**config.mk**
```make
export PLATFORM = sky130hd
export DESIGN_NAME = pwm256_decode
export DESIGN_NICKNAME = d
export VERILOG_FILES = /design/src/rtl/pwm256_decode.sv
export SDC_FILE = /design/constraint.sdc
export NUM_CORES = 1
export LEC_CHECK = 0
export BUFFER_PORTS_ARGS = -buffer_cell sky130_fd_sc_hd__buf_2
export CAP_MARGIN = 20
export CORE_MARGIN = 3
export CORE_UTILIZATION = 40
export DETAILED_ROUTE_END_ITERATION = 8
export GPL_ROUTABILITY_DRIVEN = 0
export HOLD_SLACK_MARGIN = 0.12
export PLACE_DENSITY = 0.63
export SLEW_MARGIN = 20
export SYNTH_ARGS = -nofsm -noshare
export SYNTH_HDL_FRONTEND = slang
export SYNTH_SLANG_ARGS = --single-unit
```
**constraint.sdc**
```tcl
create_clock -name clk -period 2.9 [get_ports clk]
set_clock_uncertainty 0.2 [all_clocks]
set_input_delay 0 -clock clk [delete_from_list [all_inputs] [get_ports clk]]
set_output_delay 0 -clock clk [all_outputs]
set_load 0.005 [all_outputs]
```
**src/rtl/pwm256_decode.sv**
```systemverilog
// pwm256_decode: recovers the per-frame duty value from a frame-aligned PWM waveform
module pwm256_decode #(
  parameter int WIDTH       = 8,
  parameter int SYNC_STAGES = 2
) (
  input  logic             clk,
  input  logic             rst,
  input  logic             pwm_in,
  output logic [WIDTH-1:0] d_out,
  output logic             d_valid,
  output logic             locked,
  output logic             err_resync,
  output logic             sat
);
  typedef enum logic {HUNT, LOCK} state_t;
  state_t state_q, state_d;
  logic pwm_s, pwm_q, rise, idle, mid, bnd;
  logic [WIDTH-1:0] pos_q, pos_d, d_out_q, d_out_d;
  logic [WIDTH:0] hicnt_q, hicnt_d;
  logic d_valid_q, d_valid_d, locked_q, locked_d, err_q, err_d, sat_q, sat_d;
  generate
    if (SYNC_STAGES == 0) begin : g_direct
      assign pwm_s = pwm_in;
    end else begin : g_sync
      logic [SYNC_STAGES-1:0] sync_q, sync_d;
      always_comb sync_d = (sync_q << 1) | SYNC_STAGES'(pwm_in);
      always_ff @(posedge clk) sync_q <= rst ? '0 : sync_d;
      assign pwm_s = sync_q[SYNC_STAGES-1];
    end
  endgenerate
  always_ff @(posedge clk) begin
    if (rst) begin
      state_q   <= HUNT;
      pwm_q     <= 1'b0;
      pos_q     <= '0;
      hicnt_q   <= '0;
      d_out_q   <= '0;
      d_valid_q <= 1'b0;
      locked_q  <= 1'b0;
      err_q     <= 1'b0;
      sat_q     <= 1'b0;
    end else begin
      state_q   <= state_d;
      pwm_q     <= pwm_s;
      pos_q     <= pos_d;
      hicnt_q   <= hicnt_d;
      d_out_q   <= d_out_d;
      d_valid_q <= d_valid_d;
      locked_q  <= locked_d;
      err_q     <= err_d;
      sat_q     <= sat_d;
    end
  end
  // A rising sample always becomes position 0, whether it opens the first frame or realigns one
  always_comb begin
    rise    = pwm_s & ~pwm_q;
    idle    = state_q == HUNT && !rise;
    mid     = state_q == LOCK && rise && pos_q != '0;
    bnd     = state_q == LOCK && pos_q == '0;
    state_d = idle ? HUNT : LOCK;
    pos_d   = idle ? '0 : mid ? WIDTH'(1) : pos_q + 1'b1;
    hicnt_d = idle ? '0 : (mid || pos_q == '0) ? (WIDTH+1)'(pwm_s) : hicnt_q + (WIDTH+1)'(pwm_s);
  end
  // hicnt never exceeds P, so its top bit alone marks a saturated frame
  always_comb begin
    d_valid_d = bnd;
    sat_d     = bnd & hicnt_q[WIDTH];
    err_d     = mid;
    d_out_d   = bnd ? (hicnt_q[WIDTH] ? '1 : hicnt_q[WIDTH-1:0]) : d_out_q;
    locked_d  = mid ? 1'b0 : bnd ? 1'b1 : locked_q;
  end
  assign d_out      = d_out_q;
  assign d_valid    = d_valid_q;
  assign locked     = locked_q;
  assign err_resync = err_q;
  assign sat        = sat_q;
endmodule

```
==> metrics.cfg, run 1 <==
[route]
wl_per_cell_um = 13.27
number_of_design_rule_violations_left_by_the_first_detailed_router_iteration = 126
routed_wl_um = 2774
route.antenna.remaining_nets = 0
number_of_vias_per_cell = 5.459
drcViolationCount = 0
drtPass1Iterations = 4
vias_post_dr = 1141

[global_routing]
maximum_number_of_pins_on_one_net_before_global_route_repair = 18
grt_use_total = 0.1512
busiest_layer = met2
grt_first_pass_wirelength_um = 4878
grt_overflow_total = 0
use_met1 = 0.1790
antenna_found_initial = 0
grt_pass1_vias = 1087
groute.layer.met3.usage = 0.04333
groute.layer.met2.usage = 0.2401

[synthesis]
syn_inst = 149
synthDominantAreaCellType = dfxtp_1
mean_instance_size_in_the_synthesized_netlist_um2 = 9.329
post_synth_top_area_share = 0.4752
synth_top_cells_by_count = dfxtp_1, a211oi_1, nor2_1, nand3_1, o21ai_0
synth-edff-count = 0
async_flop_share = 0
syn_area_um2 = 1390
syn-num-nets = 156
ys_dominant_reg_cell = dfxtp_1
yosys.cell_types.count = 30
synth.top_cells.by_area = dfxtp_1, a211oi_1, a31oi_1
synth.most_common_cell = dfxtp_1
yosysWarningCount = 0
yosysSeqAreaShare = 0.4752
ys_ff_latch = 33

[sta]
setup_viol_count_final = 0
rsz0062_at_grt = no
period_needed_ns = 1.975
worst_slack_ns = 0.9245
setup_total_negative_slack_ns = 0
maxSlewViolCount = 0
final_hold_viol_count = 0
fmax_mhz = 506.2
tightestPinTransition_ns = 0.5722
period_share = 0.6812
finalHoldWorstSlack_ns = 0.2418
slew_headroom = 0.6178

[job]
maxCapViolCount = 0

[clocking]
tritoncts.num_buffers = 5
tritoncts = built
clk-insertion-delay-late_ns = 0.33
cts-htree-levels = 2
clkSlewWorstSetupHoldPaths_ns = 0.09
clkSinkCount = 33
postCtsSetupBuffers = 0
cts.path.max_buffers = 2
cts_root_buf = clkbuf_4

[placement]
place.detailed.hpwl_um = 1985
place_worst_setup_slack_ns = 0.9625
port_buffers = 14
place.detailed.instances = 199

[cells_and_area]
synthToLayoutAreaGrowth_pct = 12.60
drive_gt1_frac = 0.1515
antenna_cells_inserted = 0
fillCellCount = 328
instances_no_fill = 209
fin_nets = 172

[pwr]
power_per_cell_area_nw_per_um2 = 500.6
p_leak_nw = 0.5518
totalPowerFinal_w = 0.0007835
vdd.ir_drop.worst_mv = 0.1788

[critical_path]
crit_path_max_fanout = 12
startpoint_type = flop
timing_worst_setup_path_type = flop to flop
worst_ep_required_time_ns = 2.94
arrival_time_at_the_worst_endpoint_ns = 2.02
kind_of_capture_point_of_the_worst_setup_path = flop

[floorplanning]
design.die.area_um2 = 4219
core_um2 = 3178
die_width_um = 64.95
floorplan.initialDensity = 0.4374
placementRows = 20
fp.dieH_um = 64.95
ioPinCount = 15

[min_path]
timing.hold.worst.class = flop to flop

[outcome]
run_status = completed

==> final cells by class <==
type	instances	area (um2)	share of cell area
clock buffers	7	55.05	0.03517
inverters	7	26.28	0.01679
multi-input cells	99	653.1	0.4173
flip-flops and latches	33	660.6	0.4221
well taps	44	55.05	0.03517
repair buffers	19	115.1	0.07354
==> worst max-delay path: stages, from the launching register on <==
cell	delay [ns]
dfxtp_1	0.42
inv_1	0.07
ha_1	0.20
nor4b_2	0.15
buf_4	0.19
a221o_1	0.42
a211oi_1	0.23
==> where the power goes <==
part	switching (W)	total, W	internal (W)	leakage (nW)
sequential	0.00000800	0.000472	0.000464	0.268
combinational	0.0000266	0.0000509	0.0000243	0.253
clock	0.000146	0.000260	0.000114	0.0314
total	0.000180	0.000784	0.000603	0.552
==> path summary, 6_finish.rpt <==
kind	startpoint	cells after the start	to	slack, ns
worst max-delay path	pos_q[0]	6	hicnt_q[7]	0.92
worst min register to register	g_sync.sync_q[0]	1	g_sync.sync_q[1]	0.24
worst min-delay path	g_sync.sync_q[0]	1	g_sync.sync_q[1]	0.24
worst max register to register	pos_q[0]	6	hicnt_q[7]	0.92
==> repair_timing <==
| item | in CTS | in global routing |
|---|---|---|
| hold buffers | 3 | 0 |
| gates resized for setup | 0 | 0 |
| endpoints found under the hold margin | 16 | 0 |
==> cells by family (layout without fill, tap and decap cells) <==
kind of cell | count (synthesis) | in the layout | share of synthesized area
and+or+nand+nor | 50 | 50 | 0.2088
AOI/OAI and AO/OA | 39 | 39 | 0.1872
DFF | 33 | 33 | 0.4752
buffers and inverters | 17 | 33 | 0.05491
xor gates and xnor gates | 6 | 6 | 0.03780
adders and majority gates | 4 | 4 | 0.03601
==> placed cells by master (no fill, tap or decap), types with 3 or more instances in the layout <==
cell type      count
dfxtp_1           33
a211oi_1          15
nor3b_1            3
clkbuf_4           5
or3_1              8
inv_1              7
nor3_1             7
a31oi_1            8
ha_1               4
nand2_1            3
nand3_1            9
dlygate4sd3_1      3
buf_2             14
nor2_1            11
xor2_1             4
o21ai_0            9
==> metrics by stage <==
stage,util,area [um2]
finish,0.4925,1565
global route,0.4925,1565
CTS,0.4925,1565
detailed placement,0.4657,1480
global placement,0.4657,1480
floorplan,-,1390
==> registers in the layout, summed over array words and instances (netlist names) <==
| register | cells |
|---|---|
| d_valid | 1 |
| state_q | 1 |
| g_sync.sync_q | 2 |
| sat | 1 |
| pwm_q | 1 |
| locked | 1 |
| pos_q | 8 |
| err_resync | 1 |
| d_out | 8 |
| hicnt_q | 9 |
==> metal layers <==
layer | vias to the layer above | part of all wire
met5 | - | 0
met4 | 0 | 0.023
met3 | 7 | 0.048
met2 | 24 | 0.47
met1 | 535 | 0.46
li1 | 575 | -
Note: power is estimated with default switching activity, not from simulation.
==> inputs of run 2 (changes only) <==
==> constraint.sdc (replaced) <==
create_clock -name clk -period 1.85 [get_ports clk]
set_clock_uncertainty 0.2 [all_clocks]
set_input_delay 0 -clock clk [delete_from_list [all_inputs] [get_ports clk]]
set_output_delay 0 -clock clk [all_outputs]
set_load 0.005 [all_outputs]
==> run 2 against run 1 <==
Effect of this change: worst hold slack better by 0.023 ns; clock power is 57% higher; global-route usage is 0.23 points lower; combinational power is 79% higher; worst setup slack worse by 0.83 ns; non-clock buffer count is 7 higher; total power is 58% higher; core utilization is 2.2 points higher; cell count is 3.3% higher; sequential power is 56% higher; routed wire length is 4.6% higher; sequential share of layout area is 1.8 points lower; critical endpoint is now d_out[1]; largest cell class is now multi-input combinational cells; highest routed layer unchanged.
==> metrics.cfg, run 2 (synthesis results as in run 1) <==
[outcome]
run_status = completed  ; unchanged

[cells_and_area]
most-common-layout-cells = dfxtp_1, a211oi_1, buf_2  ; unchanged
fin_nets = 179  ; was 172
fillCellCount = 309  ; was 328
largest-register = hicnt_q  ; unchanged
synthToLayoutAreaGrowth_pct = 17.64  ; was 12.60%
number_of_flip_flops_under_the_largest_register_name = 9  ; unchanged
antenna_cells_inserted = 0  ; unchanged
layout_commonest_cell = dfxtp_1  ; unchanged
drive_gt1_frac = 0.2035  ; was 0.1515

[clocking]
tritoncts = built  ; unchanged
tritoncts.num_buffers = 5  ; unchanged
clkSinkCount = 33  ; unchanged
cts.path.max_buffers = 2  ; unchanged
cts_root_buf = clkbuf_4  ; unchanged
clkSlewWorstSetupHoldPaths_ns = 0.09  ; about the same
clk-insertion-delay-late_ns = 0.33  ; about the same
cts-htree-levels = 2  ; unchanged

[placement]
port_buffers = 14  ; unchanged
place.detailed.hpwl_um = 2101  ; was 1985 um

[pwr]
seq_power_share = 0.597  ; was 0.603
share_clk_of_total_power = 0.329  ; was 0.332
vdd.ir_drop.worst_mv = 0.2981  ; was 0.1788 mV
power_per_cell_area_nw_per_um2 = 754.7  ; was 500.6 nW/um2
p_leak_nw = 0.5984  ; was 0.5518 nW
cell_internal_pwr_w = 0.0009512  ; was 0.0006030 W
power_frac_comb = 0.074  ; was 0.065
p_sw_w = 0.0002830  ; was 0.0001805 W
power.switching_fraction = 0.2293  ; was 0.2304

[global_routing]
grt_overflow_total = 0  ; unchanged
maximum_number_of_pins_on_one_net_before_global_route_repair = 18  ; unchanged
grt_pass1_vias = 1085  ; was 1087
grt_use_total = 0.1489  ; was 0.1512
grt_first_pass_wirelength_um = 4885  ; was 4878 um
antenna_found_initial = 0  ; unchanged

[critical_path]
timing_worst_setup_path_type = flop to flop  ; unchanged
startpoint_type = flop  ; unchanged
setup.reg_to_reg.worst_slack_ns = 0.09  ; was 0.92 ns
worst_ep_required_time_ns = 1.85  ; was 2.94 ns
worst_r2r_path_depth = 5  ; was 6
regToRegEndpoint = d_out[1]  ; was hicnt_q[7]
startpoint_of_the_worst_slack_reg_to_reg_timing_path = pos_q[1]  ; was pos_q[0]
crit_path_max_fanout = 8  ; was 12
arrival_time_at_the_worst_endpoint_ns = 1.76  ; was 2.02 ns
kind_of_capture_point_of_the_worst_setup_path = flop  ; unchanged

[sta]
final_hold_viol_count = 0  ; unchanged
tightestPinTransition_ns = 0.5477  ; was 0.5722 ns
period_needed_ns = 1.760  ; was 1.975 ns
period_share = 0.9516  ; was 0.6812
finalHoldWorstSlack_ns = 0.2644  ; was 0.2418 ns
setup_total_negative_slack_ns = 0  ; unchanged
maxSlewViolCount = 0  ; unchanged
setup_viol_count_final = 0  ; unchanged
rsz0062_at_grt = no  ; unchanged
slew_headroom = 0.6341  ; was 0.6178
fmax_mhz = 568.0  ; was 506.2 MHz

[min_path]
hold_depth = 1  ; unchanged
hold_path_end = g_sync.sync_q[1]  ; unchanged
worst_hold_startpoint = g_sync.sync_q[0]  ; unchanged
timing.hold.worst.class = flop to flop  ; unchanged

[floorplanning]
design.die.area_um2 = 4219  ; unchanged
placementRows = 20  ; unchanged
core_um2 = 3178  ; unchanged
ioPinCount = 15  ; unchanged
die_width_um = 64.95  ; unchanged
floorplan.initialDensity = 0.4374  ; unchanged
fp.dieH_um = 64.95  ; unchanged

[route]
number_of_vias_per_cell = 5.509  ; was 5.459
route.antenna.remaining_nets = 0  ; unchanged
drcViolationCount = 0  ; unchanged
vias_post_dr = 1190  ; was 1141
drtPass1Iterations = 4  ; unchanged
number_of_design_rule_violations_left_by_the_first_detailed_router_iteration = 91  ; was 126
routed_wl_um = 2902  ; was 2774 um
wl_per_cell_um = 13.44  ; was 13.27 um

[job]
maxCapViolCount = 0  ; unchanged

[run 2: cell types whose count changed in the layout (fill, tap and decap cells not counted), sizes merged]
cell | previous run | this run
buf | 16 | 23
[run 2: power groups by stage]
stage | clock, W | sequential, W | combinational [W]
final | 0.000407 | 0.000736 | 0.0000912
after global routing | 0.000457 | 0.000739 | 0.000102
after CTS | 0.000415 | 0.000737 | 0.0000908
after detailed placement | 0 | 0.000753 | 0.0000858
after global placement | 0 | 0.000753 | 0.0000833
after floorplan | 0 | 0.000755 | 0.0000528
[run 2: critical path, cell delays in order, from the launching register on]
cell and delay [ns]:
dfxtp_1 0.32, inv_1 0.05, ha_1 0.15, or4b_4 0.48, nor3_4 0.30, a211oi_1 0.13
[run 2: what timing repair did]
item	CTS	global route
endpoints found under the hold margin	16	0
endpoints found under the setup margin	0	13
resized for setup	0	4
buffers inserted	0	0
hold buffers	3	0
[run 2: worst max path at each step]
stage | startpoint | to | slack (ns) | depth (start not counted)
floorplan | pos_q[0] | d_out[0] | 0.15 | 5
global placement | pos_q[0] | d_out[7] | 0.09 | 5
detailed placement | pos_q[1] | d_out[1] | 0.05 | 5
CTS | pos_q[1] | d_out[1] | 0.03 | 5
global route | pos_q[1] | d_out[4] | 0.002 | 5
finish | pos_q[1] | d_out[1] | 0.09 | 5
[run 2: area by class of cell]
class	instances	area [um2]	share of cell area
clock buffers	7	55.05	0.03366
inverters	7	26.28	0.01607
well taps	44	55.05	0.03366
repair buffers	26	167.7	0.1025
multi-input cells	99	670.6	0.4101
flip-flops and latches	33	660.6	0.4040
[run 2: through the flow]
stage          utilization  setup WS [ns]  instances  area (um2)  total power (W)
2_1_floorplan            -         0.1474        149        1390        0.0008075
3_5_place_dp        0.4823        0.04685        206        1533        0.0008390
3_3_place_gp        0.4823        0.08883        206        1533        0.0008359
5_1_grt             0.5146       0.001737        216        1635         0.001297
4_1_cts             0.5091        0.03314        216        1618         0.001242
6_report            0.5146        0.08952        216        1635         0.001234
[run 2: per-layer routing]
| metal | global-route usage | part of all wire |
|---|---|---|
| met2 | 0.2414 | 0.48 |
| met4 | 0.06332 | 0.017 |
| met1 | 0.1731 | 0.45 |
| met3 | 0.05893 | 0.053 |
| met5 | 0 | 0 |
==> inputs of run 3 (changes only) <==
--- a/config.mk
+++ b/config.mk
@@ -13,7 +13,6 @@
 export GPL_ROUTABILITY_DRIVEN = 0
 export HOLD_SLACK_MARGIN = 0.12
 export PLACE_DENSITY = 0.63
-export SLEW_MARGIN = 20
 export SYNTH_ARGS = -nofsm -noshare
 export SYNTH_HDL_FRONTEND = slang
 export SYNTH_SLANG_ARGS = --single-unit
==> constraint.sdc (replaced) <==
create_clock -name clk -period 2.2 [get_ports clk]
set_clock_uncertainty 0.2 [all_clocks]
set_input_delay 0 -clock clk [delete_from_list [all_inputs] [get_ports clk]]
set_output_delay 0 -clock clk [all_outputs]
set_load 0.005 [all_outputs]
==> run 3 against run 2 <==
Effect of this change: total power decreased by 13%; clock-buffer cell count stayed put; critical path depth unchanged; worst hold slack got worse by 0.023 ns; cell count is 1.9% lower.
==> metrics.cfg, run 3 (synthesis results as in run 1) <==
[critical_path]
arrival_time_at_the_worst_endpoint_ns = 1.84  ; was 1.76 ns
kind_of_capture_point_of_the_worst_setup_path = flop  ; unchanged
startpoint_of_the_worst_slack_reg_to_reg_timing_path = pos_q[0]  ; was pos_q[1]
crit_start = pos_q[0]  ; was pos_q[1]
worstPathCellList = inv_1 -> ha_1 -> or4b_4 -> nor3_4 -> a211oi_1  ; unchanged
timing.critical_path.slowest_cell_delay_ns = 0.48  ; about the same
worst_ep_required_time_ns = 2.20  ; was 1.85 ns
crit_path_max_fanout = 8  ; unchanged
timing.critical_path.slowest_stage_cell = or4b_4  ; unchanged
startpoint_type = flop  ; unchanged
timing_worst_setup_path_type = flop to flop  ; unchanged

[cells_and_area]
most-common-layout-cells = dfxtp_1, a211oi_1, buf_2  ; unchanged
design_area_um2 = 1595  ; was 1635 um2
fin_nets = 174  ; was 179
largest-register = hicnt_q  ; unchanged
number_of_flip_flops_under_the_largest_register_name = 9  ; unchanged
layout_commonest_cell = dfxtp_1  ; unchanged
antenna_cells_inserted = 0  ; unchanged
synthToLayoutAreaGrowth_pct = 14.76  ; was 17.64%
drive_gt1_frac = 0.1726  ; was 0.2035

[pwr]
vdd.ir_drop.worst_mv = 0.3758  ; was 0.2981 mV
p_leak_nw = 0.5726  ; was 0.5984 nW
power_per_cell_area_nw_per_um2 = 670.4  ; was 754.7 nW/um2

[floorplanning]
placementRows = 20  ; unchanged
ioPinCount = 15  ; unchanged
fp.dieH_um = 64.95  ; unchanged
die_width_um = 64.95  ; unchanged
floorplan.initialDensity = 0.4374  ; unchanged
core_um2 = 3178  ; unchanged
design.die.area_um2 = 4219  ; unchanged

[sta]
period_share = 0.8326  ; was 0.9516
setup_total_negative_slack_ns = 0  ; unchanged
slew_headroom = 0.7433  ; was 0.6341
setup_viol_count_final = 0  ; unchanged
fmax_mhz = 545.9  ; was 568.0 MHz
maxSlewViolCount = 0  ; unchanged
tightestPinTransition_ns = 0.3846  ; was 0.5477 ns
period_needed_ns = 1.832  ; was 1.760 ns
rsz0062_at_grt = no  ; unchanged
final_hold_viol_count = 0  ; unchanged

[global_routing]
grt_pass1_vias = 1094  ; was 1085
grt_use_total = 0.1509  ; was 0.1489
grt_first_pass_wirelength_um = 4912  ; was 4885 um
antenna_found_initial = 0  ; unchanged
grt_overflow_total = 0  ; unchanged
maximum_number_of_pins_on_one_net_before_global_route_repair = 18  ; unchanged

[placement]
detailed_place.area_um2 = 1495  ; was 1533 um2
port_buffers = 14  ; unchanged
place.detailed.hpwl_um = 2031  ; was 2101 um

[clocking]
cts-htree-levels = 2  ; unchanged
tritoncts.num_buffers = 5  ; unchanged
cts_root_buf = clkbuf_4  ; unchanged
cts.path.max_buffers = 2  ; unchanged
clkSinkCount = 33  ; unchanged
clk-insertion-delay-late_ns = 0.33  ; about the same
postCtsSetupBuffers = 0  ; unchanged
tritoncts = built  ; unchanged
clkSlewWorstSetupHoldPaths_ns = 0.09  ; about the same

[min_path]
timing.hold.worst.class = flop to flop  ; unchanged
worst_hold_startpoint = g_sync.sync_q[0]  ; unchanged

[route]
drcViolationCount = 0  ; unchanged
number_of_design_rule_violations_left_by_the_first_detailed_router_iteration = 85  ; was 91
routed_wl_um = 2785  ; was 2902 um
route.antenna.remaining_nets = 0  ; unchanged
wl_per_cell_um = 13.14  ; was 13.44 um
vias_post_dr = 1164  ; was 1190
number_of_vias_per_cell = 5.491  ; was 5.509
drtPass1Iterations = 4  ; unchanged

[job]
maxCapViolCount = 0  ; unchanged

[outcome]
run_status = completed  ; unchanged

run 3: cell types whose count changed in the layout (fill, tap and decap cells not counted):
cell and change:
clkbuf_1 -1, clkbuf_8 +1, buf_4 -5, ha_1 +1, nor4b_2 +1, a221o_1 +1, a211oi_2 -1, a221o_2 -1
a211oi_1 +1, clkinv_2 +1, ha_2 -1, nor4b_4 -1
run 3: report_power, final:
| group | switching, W | internal (W) |
|---|---|---|
| logic | 0.0000346 | 0.0000323 |
| clock network | 0.000194 | 0.000185 |
| registers | 0.0000113 | 0.000612 |
run 3: final timing paths:
check,cells after the start,slack [ns],end
worst max-delay path,5,0.37,d_out[0]
worst min-delay path,1,0.24,g_sync.sync_q[1]
worst min register to register,1,0.24,g_sync.sync_q[1]
worst max register to register,5,0.37,d_out[0]
run 3: per-stage QoR:
step	util	cells	power [W]	hold WS, ns	setup slack [ns]
6_report	0.5020	212	0.001069	0.2415	0.3683
3_3_place_gp	0.4705	201	0.0006980	0.01681	0.4181
5_1_grt	0.5020	212	0.001128	0.2808	0.2117
2_1_floorplan	-	149	0.0006790	-0.07182	0.4974
4_1_cts	0.5020	212	0.001084	0.2445	0.3453
3_5_place_dp	0.4705	201	0.0007013	0.03659	0.3602
run 3: timing repair:
action                                 in CTS  in global routing
gates resized for setup                     0                  0
endpoints found under the hold margin      16                  0
hold buffers                                3                  0
run 3: layer usage:
metal | global-route usage | wire, um | share of wire
met4 | 0.07916 | 46 | 0.017
met5 | 0 | 0 | 0
met2 | 0.2273 | 1286 | 0.46
met3 | 0.04159 | 146 | 0.052
met1 | 0.1953 | 1305 | 0.47
run 3: layout make-up:
class | count | area [um2]
timing repair buffer | 21 | 130.1
inverter | 7 | 26.28
tap | 44 | 55.05
sequential | 33 | 660.6
clock buffer | 7 | 65.06
clock inverter | 1 | 5.005
multi-input combinational | 99 | 653.1
fill | 335 | 1583
run 3: critical path: cells and delay by family, from the launching register on:
family                   cells  cell delay (ns)
adder cells (fa/ha/maj)      1             0.15
flip-flops                   1             0.36
AO/OA/AOI/OAI                1             0.12
buffers and inverters        1             0.07
AND/OR/NAND/NOR              2             0.81
